==> config.mk <==
export PLATFORM = sky130hd
export DESIGN_NAME = rob_ctrl
export DESIGN_NICKNAME = d
export VERILOG_FILES = /design/src/rtl/rob_pkg.sv /design/src/rtl/rob_ptr.sv /design/src/rtl/rob_ctrl.sv
export SDC_FILE = /design/constraint.sdc
export NUM_CORES = 1
export LEC_CHECK = 0
export CORE_MARGIN = 2
export CORE_UTILIZATION = 40
export DETAILED_ROUTE_END_ITERATION = 7
export RECOVER_POWER = 50
export SLEW_MARGIN = 0
export SYNTH_ARGS = -nofsm -noshare
export SYNTH_HDL_FRONTEND = slang
export SYNTH_SLANG_ARGS = --single-unit
==> constraint.sdc <==
create_clock -name clk -period 7.7 [get_ports clk]
set_clock_uncertainty 0.1 [all_clocks]
set_input_delay 1.54 -clock clk [delete_from_list [all_inputs] [get_ports clk]]
set_output_delay 1.54 -clock clk [all_outputs]
set_load 0.05 [all_outputs]
==> src/rtl/rob_pkg.sv <==
// Shared sizing, entry layout and controller states for the reorder buffer.
// Any module that touches ROB tags or entries imports this package.
package rob_pkg;

    localparam int ROB_ENTRIES = 16;
    localparam int NUM_PREGS   = 64;
    localparam int NUM_AREGS   = 32;

    localparam int IW = $clog2(ROB_ENTRIES);
    localparam int PW = $clog2(NUM_PREGS);
    localparam int AW = $clog2(NUM_AREGS);

    // Entry count in pointer width, so num_free can be computed without a width change
    localparam logic [IW:0] ROB_COUNT = ROB_ENTRIES[IW:0];

    typedef struct packed {
        logic          valid;
        logic          busy;
        logic          exception;
        logic          macroop_begin;
        logic          macroop_end;
        logic [AW-1:0] areg;
        logic [PW-1:0] preg;
        logic [PW-1:0] prev_preg;
    } rob_entry_t;

    typedef enum logic {
        RUN   = 1'b0,
        FLUSH = 1'b1
    } rob_state_t;

endpackage

==> src/rtl/rob_ptr.sv <==
// Wrap-bit ROB pointer: the low bits index an entry, and the MSB flips on every lap
// so that full and empty can be told apart.
module rob_ptr #(
    parameter int W = 5
) (
    input  logic         clk,
    input  logic         reset,
    input  logic         i_inc,
    input  logic         i_clear,
    output logic [W-1:0] o_ptr
);

    logic [W-1:0] r_ptr;

    always_ff @(posedge clk) begin
        if (reset || i_clear) begin
            r_ptr <= '0;
        end else if (i_inc) begin
            r_ptr <= r_ptr + 1'b1;
        end
    end

    assign o_ptr = r_ptr;

endmodule

==> src/rtl/rob_ctrl.sv <==
// Reorder-buffer sequencing: allocates entries in order, marks them complete at
// writeback, and retires them in order (or flushes when the head entry faulted).
module rob_ctrl
    import rob_pkg::*;
(
    input  logic          clk,
    input  logic          reset,
    input  logic          alloc_valid,
    output logic          alloc_ready,
    input  logic [AW-1:0] alloc_areg,
    input  logic [PW-1:0] alloc_preg,
    input  logic [PW-1:0] alloc_prev_preg,
    input  logic          alloc_mbegin,
    input  logic          alloc_mend,
    output logic [IW-1:0] alloc_idx,
    input  logic          wb_valid,
    input  logic [IW-1:0] wb_idx,
    input  logic          wb_exception,
    output logic          commit_valid,
    output logic [AW-1:0] commit_areg,
    output logic [PW-1:0] commit_preg,
    output logic          free_valid,
    output logic [PW-1:0] free_preg,
    output logic          flush,
    output logic [IW:0]   num_free,
    output logic          interruptible
);

    rob_entry_t r_entries [ROB_ENTRIES];
    rob_state_t r_state;
    logic       r_flush;

    logic [IW:0] w_head;
    logic [IW:0] w_tail;
    logic [IW:0] w_used;
    rob_entry_t  w_head_entry;
    logic        w_run;
    logic        w_empty;
    logic        w_full;
    logic        w_head_done;
    logic        w_commit;
    logic        w_take_exc;
    logic        w_alloc_fire;
    logic        w_clear;
    logic        w_unused_mend;

    rob_ptr #(.W(IW + 1)) u_head_ptr (
        .clk     (clk),
        .reset   (reset),
        .i_inc   (w_commit),
        .i_clear (w_clear),
        .o_ptr   (w_head)
    );

    rob_ptr #(.W(IW + 1)) u_tail_ptr (
        .clk     (clk),
        .reset   (reset),
        .i_inc   (w_alloc_fire),
        .i_clear (w_clear),
        .o_ptr   (w_tail)
    );

    assign w_run        = (r_state == RUN);
    assign w_clear      = (r_state == FLUSH);
    assign w_head_entry = r_entries[w_head[IW-1:0]];
    assign w_empty      = (w_head == w_tail);
    assign w_full       = (w_head[IW-1:0] == w_tail[IW-1:0]) && (w_head[IW] != w_tail[IW]);
    assign w_used       = w_tail - w_head;

    // The head decision is gated by RUN so a faulted head cannot retire during the flush cycle
    assign w_head_done  = w_run && w_head_entry.valid && !w_head_entry.busy;
    assign w_commit     = w_head_done && !w_head_entry.exception;
    assign w_take_exc   = w_head_done && w_head_entry.exception;
    assign w_alloc_fire = alloc_valid && alloc_ready;

    assign alloc_ready   = !w_full && w_run;
    assign alloc_idx     = w_tail[IW-1:0];
    assign num_free      = ROB_COUNT - w_used;
    assign commit_valid  = w_commit;
    assign commit_areg   = w_head_entry.areg;
    assign commit_preg   = w_head_entry.preg;
    assign free_valid    = w_commit;
    assign free_preg     = w_head_entry.prev_preg;
    assign flush         = r_flush;
    assign interruptible = w_empty || (w_head_entry.valid && w_head_entry.macroop_begin);

    // Macro-op end is recorded for future use but nothing consumes it yet
    assign w_unused_mend = w_head_entry.macroop_end;

    // Writeback and commit never hit the same entry: one needs busy set, the other clear
    always_ff @(posedge clk) begin
        if (reset || w_clear) begin
            for (int i = 0; i < ROB_ENTRIES; i++) begin
                r_entries[i].valid     <= 1'b0;
                r_entries[i].busy      <= 1'b0;
                r_entries[i].exception <= 1'b0;
            end
        end else begin
            if (wb_valid && r_entries[wb_idx].valid && r_entries[wb_idx].busy) begin
                r_entries[wb_idx].busy      <= 1'b0;
                r_entries[wb_idx].exception <= wb_exception;
            end
            if (w_commit) begin
                r_entries[w_head[IW-1:0]].valid <= 1'b0;
            end
            if (w_alloc_fire) begin
                r_entries[w_tail[IW-1:0]] <= '{
                    valid:         1'b1,
                    busy:          1'b1,
                    exception:     1'b0,
                    macroop_begin: alloc_mbegin,
                    macroop_end:   alloc_mend,
                    areg:          alloc_areg,
                    preg:          alloc_preg,
                    prev_preg:     alloc_prev_preg
                };
            end
        end
    end

    always_ff @(posedge clk) begin
        if (reset) begin
            r_state <= RUN;
            r_flush <= 1'b0;
        end else begin
            case (r_state)
                RUN: begin
                    if (w_take_exc) begin
                        r_state <= FLUSH;
                        r_flush <= 1'b1;
                    end
                end
                FLUSH: begin
                    r_state <= RUN;
                    r_flush <= 1'b0;
                end
                default: begin
                    r_state <= RUN;
                    r_flush <= 1'b0;
                end
            endcase
        end
    end

endmodule

==> results of run 1 <==
tightest hold or removal path: cells and delay by family, from the launching register on:
family / cells / cell delay [ns]
AOI/OAI and AO/OA: 1 / 0.06
and+or+nand+nor: 1 / 0.06
DFF: 1 / 0.31
layout make-up:
| type | instances | share of cell area [%] |
|---|---|---|
| clock inverters | 27 | 1.55 |
| clock buffers | 42 | 5.96 |
| flip-flops and latches | 352 | 59.4 |
| repair buffers | 73 | 4.08 |
| well taps | 461 | 3.45 |
| inverters | 16 | 0.359 |
| multi-input cells | 389 | 25.2 |
logic make-up (layout without fill, tap and decap cells):
group	after synthesis	count (layout)	synth area share, %
AO/OA/AOI/OAI	95	95	4.50
XOR/XNOR	8	8	0.486
adder cells (fa/ha/maj)	16	16	1.44
buffers and inverters	63	158	2.07
flip-flops	352	352	68.9
multiplexers	109	109	16.7
AND/OR/NAND/NOR	161	161	6.00
per-stage QoR:
stage                     instances  setup slack (ns)
after detailed placement       1291              2.36
after global routing           1360              1.09
final                          1360              1.46
after floorplan                 804              2.66
after CTS                      1360              1.80
after global placement         1291              2.39
power groups by stage:
stage                     Combinational, uW  Clock, uW  Sequential, uW
final                                   469       1820            2110
after global placement                  476          0            2150
after detailed placement                478          0            2150
after global routing                    501       1930            2120
after floorplan                         368          0            2120
after CTS                               481       1850            2110
cells in the final DEF, fill, tap and decap left out, drive strengths merged, types with 6 or more instances in the layout:
master and count:
nor3 7, buf 14, a31o 13, mux4 104
clkdlybuf4s50 36, xnor2 6, nand3b 7, clkinv 18
nand2 43, a31oi 13, nand3 22, a21oi 38
clkbuf 44, ha 15, nor3b 8, inv 17
a21o 7, dlygate4sd3 21, nor2 34, edfxtp 288
dfxtp 64, nand4 13, or2 6
path summary, 6_finish.rpt:
path,start,to,slack [ns]
max,reset,r_entries[3][20],1.46
min,r_entries[9][19],r_entries[9][19],0.38
max reg2reg,r_state,r_entries[3][20],2.65
min reg2reg,r_entries[9][19],r_entries[9][19],0.38
flip-flops by register name (all words and copies together) (netlist names), named ones only:
register          flops
u_head_ptr.o_ptr      5
flush                 1
r_entries           336
u_tail_ptr.o_ptr      5
r_state               1
metal layers:
layer	up-vias	GRT usage [%]	share of wire [%]
met3	54	2.70	3.9
met1	4024	25.4	45
li1	3410	-	-
met5	-	0	0
met4	0	5.67	2.3
met2	195	28.4	48
==> results.txt, run 1 <==
Routed via count: 7,683
Layout filler cell count: 3,015
Clock Latency Late Sink: 0.52 ns
Die Span Y: 194 um
Setup CP Type: input port to flip-flop
Crit share post-route: 81.1%
Main synth FF type: edfxtp_1
Crit path buffers/inverters: 2
Layout cells sized above 1: 24.0%
Syn nets: 848
Sw frac: 23.8%
DRC: 0
Hold WS: 0.376 ns
Htree depth: 2
Post-CTS Setup Repair Bufs: 0
Synth warn: 0
ANT cells: 0
RSZ-0062 raised after global routing: no
Final wirelength: 33,300 um
Max Freq: 0.160 GHz
R2R cell count: 6
Buffers on Ports: 57
Power Density: 263 nW/um2
Sequential share of the synthesized area: 68.9%
Max-slew violations: 79
CP max stage delay: 1.40 ns
Vias in the first global route: 7,974
Global-route wire length before repair: 50,200 um
Vias per std cell: 5.65
Crit path max-delay family: buffers and inverters
Most frequent cell after synthesis: edfxtp_1
Area leader, netlist: edfxtp_1
Slowest cell on crit path: clkbuf_1
Area growth syn-to-layout: 16.0%
CTS root buffer: clkbuf_16
Core Area: 35,600 um2
Final cell utilization of the core: 47.0%
DRT iter0 DRCs: 553
Ys async rst share: 0%
Crit path DAT: 6.56 ns
EDFF count, synth: 288
Worst-path clk slew: 0.06 ns
Design Area, Final: 16,700 um2
Status: complete, but fails checks
Switch Pwr: 1050 uW
Hold Path Stages: 2
Synth top area share: 60.0%
Crit path cell chain: dlygate4sd3_1 -> nor2_1 -> clkbuf_1 -> o2111ai_1 -> a21oi_1 -> nand3_1 -> a31o_2
Final setup viols: 0
Drt wl/cell: 24.5 um
Max_cap viols: 3
CP Launch Type: input port
CTS max path bufs: 3
Combinational cell fraction of total power: 10.7%
Reg power frac: 48.0%
Total negative slack: 0 ns
Tot Pwr: 4400 uW
HPWL Detailed: 17,700 um
Reg area: 9940 um2
# resized after CTS: 0
Total gr overflow: 0
Largest net degree at the start of global routing: 63
TritonRoute pass-1 iters: 4
Power Internal: 3350 uW
Initial Util: 40.5%
Antenna Nets Post-Route: 0
Die X: 194 um
Worst Max-Slew Pin Slew: 2.02 ns
Placer Congestion: 0.834
Hold Vio Cnt, Final: 0
CTS Buf Count: 38
Min Tclk post-route: 6.24 ns
P_leak: 0.00521 uW
Cell count along the critical path: 7
Number of antenna violations at the first check in global routing: 0
Clock power frac: 41.3%
Cell Area, Placed: 15,500 um2
GRT Overall Usage: 17.8%
Max IR drop VDD: 147 uV
Syn Inst Count: 804
Number of synthesized register bits: 352
Critical Path RT: 8.01 ns
Avg Cell Area, Syn: 17.9 um2
CP max FO: 41
Post-synth design cell area: 14,400 um2
Hold crit path type: flip-flop to flip-flop
Slew headroom: -34.7%
Die ar.: 37,600 um2
Multi-input gate area: 4220 um2
Clk sinks: 352
CTS tree: done
Area contributors post-synth: edfxtp_1 60%, mux4_2 16%, dfxtp_1 8.9%, a21oi_1 1.3%, ha_1 1.3%
Failing checks: max-capacitance violations, max-slew violations
Synth unique cells: 54
IO Pins: 59
CTS Hold Bufs: 0
# rows: 69
Nets: 914
Endpoint class of the critical path: flip-flop
Top cells by count, synth: 288 x edfxtp_1, 102 x mux4_2, 64 x dfxtp_1
No activity file was read; power rests on OpenSTA's default activity.
==> run 2: changes to the inputs <==
Clock period 7.7 ns to 5.3 ns, I/O delays scaled along.
==> run 2 against run 1 <==
  * The run still ends with max-capacitance violations, max-slew violations left
  * Sequential share of layout area is 0.058 points lower
  * Sequential power is 45% higher
  * Worst setup slack worse by 1.0 ns
  * Cell count is 0.44% higher
  * Sequential cell count stayed put
  * Global-route usage is 0.22 points lower
  * Highest routed layer unchanged
  * Die area stayed put
==> results.txt, run 2 (synthesis gave the netlist of run 1 again) <==
Status: complete, but fails checks
Failing checks: max-capacitance violations, max-slew violations
Pre-CTS setup slack: 0.873 ns (-1.49 ns)
Nets: 920 (+0.66%)
Sw frac: 24.1% (+0.30 points)
Htree depth: 2 (unchanged)
Layout cells sized above 1: 23.9% (-0.16 points)
Buffers on Ports: 57 (unchanged)
Die Span Y: 194 um (unchanged)
P_leak: 0.00522 uW (about the same)
Min Tclk post-route: 4.89 ns
Placer Congestion: 0.807 (-3.2%)
Post-CTS Setup Repair Bufs: 0 (unchanged)
Reg power frac: 49.3% (+1.3 points)
Max-slew violations: 89 (+13%)
Routed via count: 7,808 (+1.6%)
Combinational cell fraction of total power: 11.2% (+0.5 points)
Critical Path RT: 4.14 ns (-3.87 ns)
Crit share post-route: 92.2%
# rows: 69 (unchanged)
Setup CP Type: flip-flop to output pin
CTS root buffer: clkbuf_16
Vias per std cell: 5.72 (+1.2%)
Hold crit path type: flip-flop to flip-flop
Clock power frac: 39.5% (-1.8 points)
CP max FO: 39 (-4.9%)
DRC: 0 (unchanged)
Power Density: 372 nW/um2 (+42%)
Hold Vio Cnt, Final: 0 (unchanged)
Largest Register: r_entries
CTS max path bufs: 3 (unchanged)
Endpoint class of the critical path: output pin
Setup ws final: 0.411 ns (-1.04 ns)
R2r startpoint: u_head_ptr.o_ptr[2]
Global-route wire length before repair: 49,700 um (-0.99%)
DRT iter0 DRCs: 601 (+8.7%)
Die ar.: 37,600 um2 (unchanged)
Routing usage on met3: 2.45% (-0.24 points)
Met1 Use GR: 25.0% (-0.35 points)
Power Internal: 4730 uW (+41%)
Clk sinks: 352 (unchanged)
Crit path DAT: 3.73 ns (-2.83 ns)
Max IR drop VDD: 250 uV (+70%)
Total negative slack: 0 ns (unchanged)
Hold WS: 0.366 ns (-0.00956 ns)
CTS Hold Bufs: 0 (unchanged)
CTS Buf Count: 37 (-2.6%)
CP Launch Type: flip-flop
GRT Overall Usage: 17.6% (-0.22 points)
HPWL Detailed: 18,300 um (+3.2%)
Hold wc startpoint: r_entries[9][19]
Antenna Nets Post-Route: 0 (unchanged)
Initial Util: 40.5% (unchanged)
Clock Latency Late Sink: 0.52 ns (about the same)
# resized after CTS: 0 (unchanged)
RSZ-0062 raised after global routing: no
Commonest non-fill, non-tap cells in the layout: 288 x edfxtp_1, 102 x mux4_2, 61 x dfxtp_1, 42 x nand2_1, 39 x clkdlybuf4s50_1
ANT cells: 0 (unchanged)
Switch Pwr: 1500 uW (+43%)
Slew headroom: -38.0% (-3.3 points)
Final cell utilization of the core: 47.1% (about the same)
Drt wl/cell: 24.2 um (-1.2%)
Largest net degree at the start of global routing: 56 (-11%)
CTS tree: done
Core Area: 35,600 um2 (unchanged)
Max Freq: 0.205 GHz
GRT busiest layer: met2
Met2 Usage GRT: 28.6% (+0.17 points)
Area growth syn-to-layout: 16.1% (about the same)
Number of antenna violations at the first check in global routing: 1 (+1)
Max reg flops: 336 (unchanged)
Tot Pwr: 6230 uW (+42%)
TritonRoute pass-1 iters: 5 (+1)
IO Pins: 59 (unchanged)
Final setup viols: 0 (unchanged)
Most common cell after layout, fill and taps aside: edfxtp_1
Worst-path clk slew: 0.06 ns (about the same)
Total gr overflow: 0 (unchanged)
Worst Max-Slew Pin Slew: 2.07 ns (+0.0491 ns)
Max_cap viols: 4 (+1)
Final wirelength: 33,000 um (-0.72%)
Vias in the first global route: 7,926 (-0.60%)
Die X: 194 um (unchanged)
[run 2: changes by cell type in the layout (fill, tap and decap cells not counted), moves of 2 or more]
cell,delta
buf_12,+2
bufinv_16,-3
clkbuf_1,+11
clkdlybuf4s50_1,+3
clkinv_2,-5
clkinvlp_2,-2
dlygate4sd3_1,-3
[run 2: metrics by stage]
stage,area (um2),instances
4_1_cts,16800,1366
3_3_place_gp,15600,1298
5_1_grt,16700,1366
2_1_floorplan,14400,804
3_5_place_dp,15600,1298
6_report,16700,1366
[run 2: cell type report]
class / instances / area, um2
clock inverters: 19 / 151
flip-flops and latches: 352 / 9940
clock buffers: 49 / 1010
inverters: 16 / 60.1
fillers: 3038 / 18800
well taps: 461 / 577
multi-input cells: 389 / 4260
repair buffers: 80 / 746
[run 2: power by group through the flow]
| stage | Combinational, uW | Sequential [uW] | Clock (uW) |
|---|---|---|---|
| floorplan | 535 | 3090 | 0 |
| CTS | 710 | 3070 | 2520 |
| finish | 697 | 3070 | 2460 |
| global route | 743 | 3080 | 2620 |
| detailed placement | 707 | 3130 | 0 |
| global placement | 705 | 3130 | 0 |
[run 2: layer usage]
metal	vias to the layer above	share of wire, %	wire length, um
met5	-	0	0
met4	0	2.1	702
met3	51	6.3	2070
met2	279	48	15800
met1	4059	44	14500
li1	3419	-	-
[run 2: worst max-delay path: stages (launching register included)]
cell	delay [ns]
dfxtp_4	0.88
buf_4	0.50
mux4_2	0.55
mux4_2	0.51
clkdlybuf4s50_1	0.72
[run 2: worst paths after layout]
check	to	slack, ns	cells past startpoint
worst max register to register	r_entries[12][18]	1.40	6
worst max-delay path	free_preg[0]	0.41	4
worst min register to register	r_entries[9][19]	0.37	2
worst min-delay path	r_entries[9][19]	0.37	2
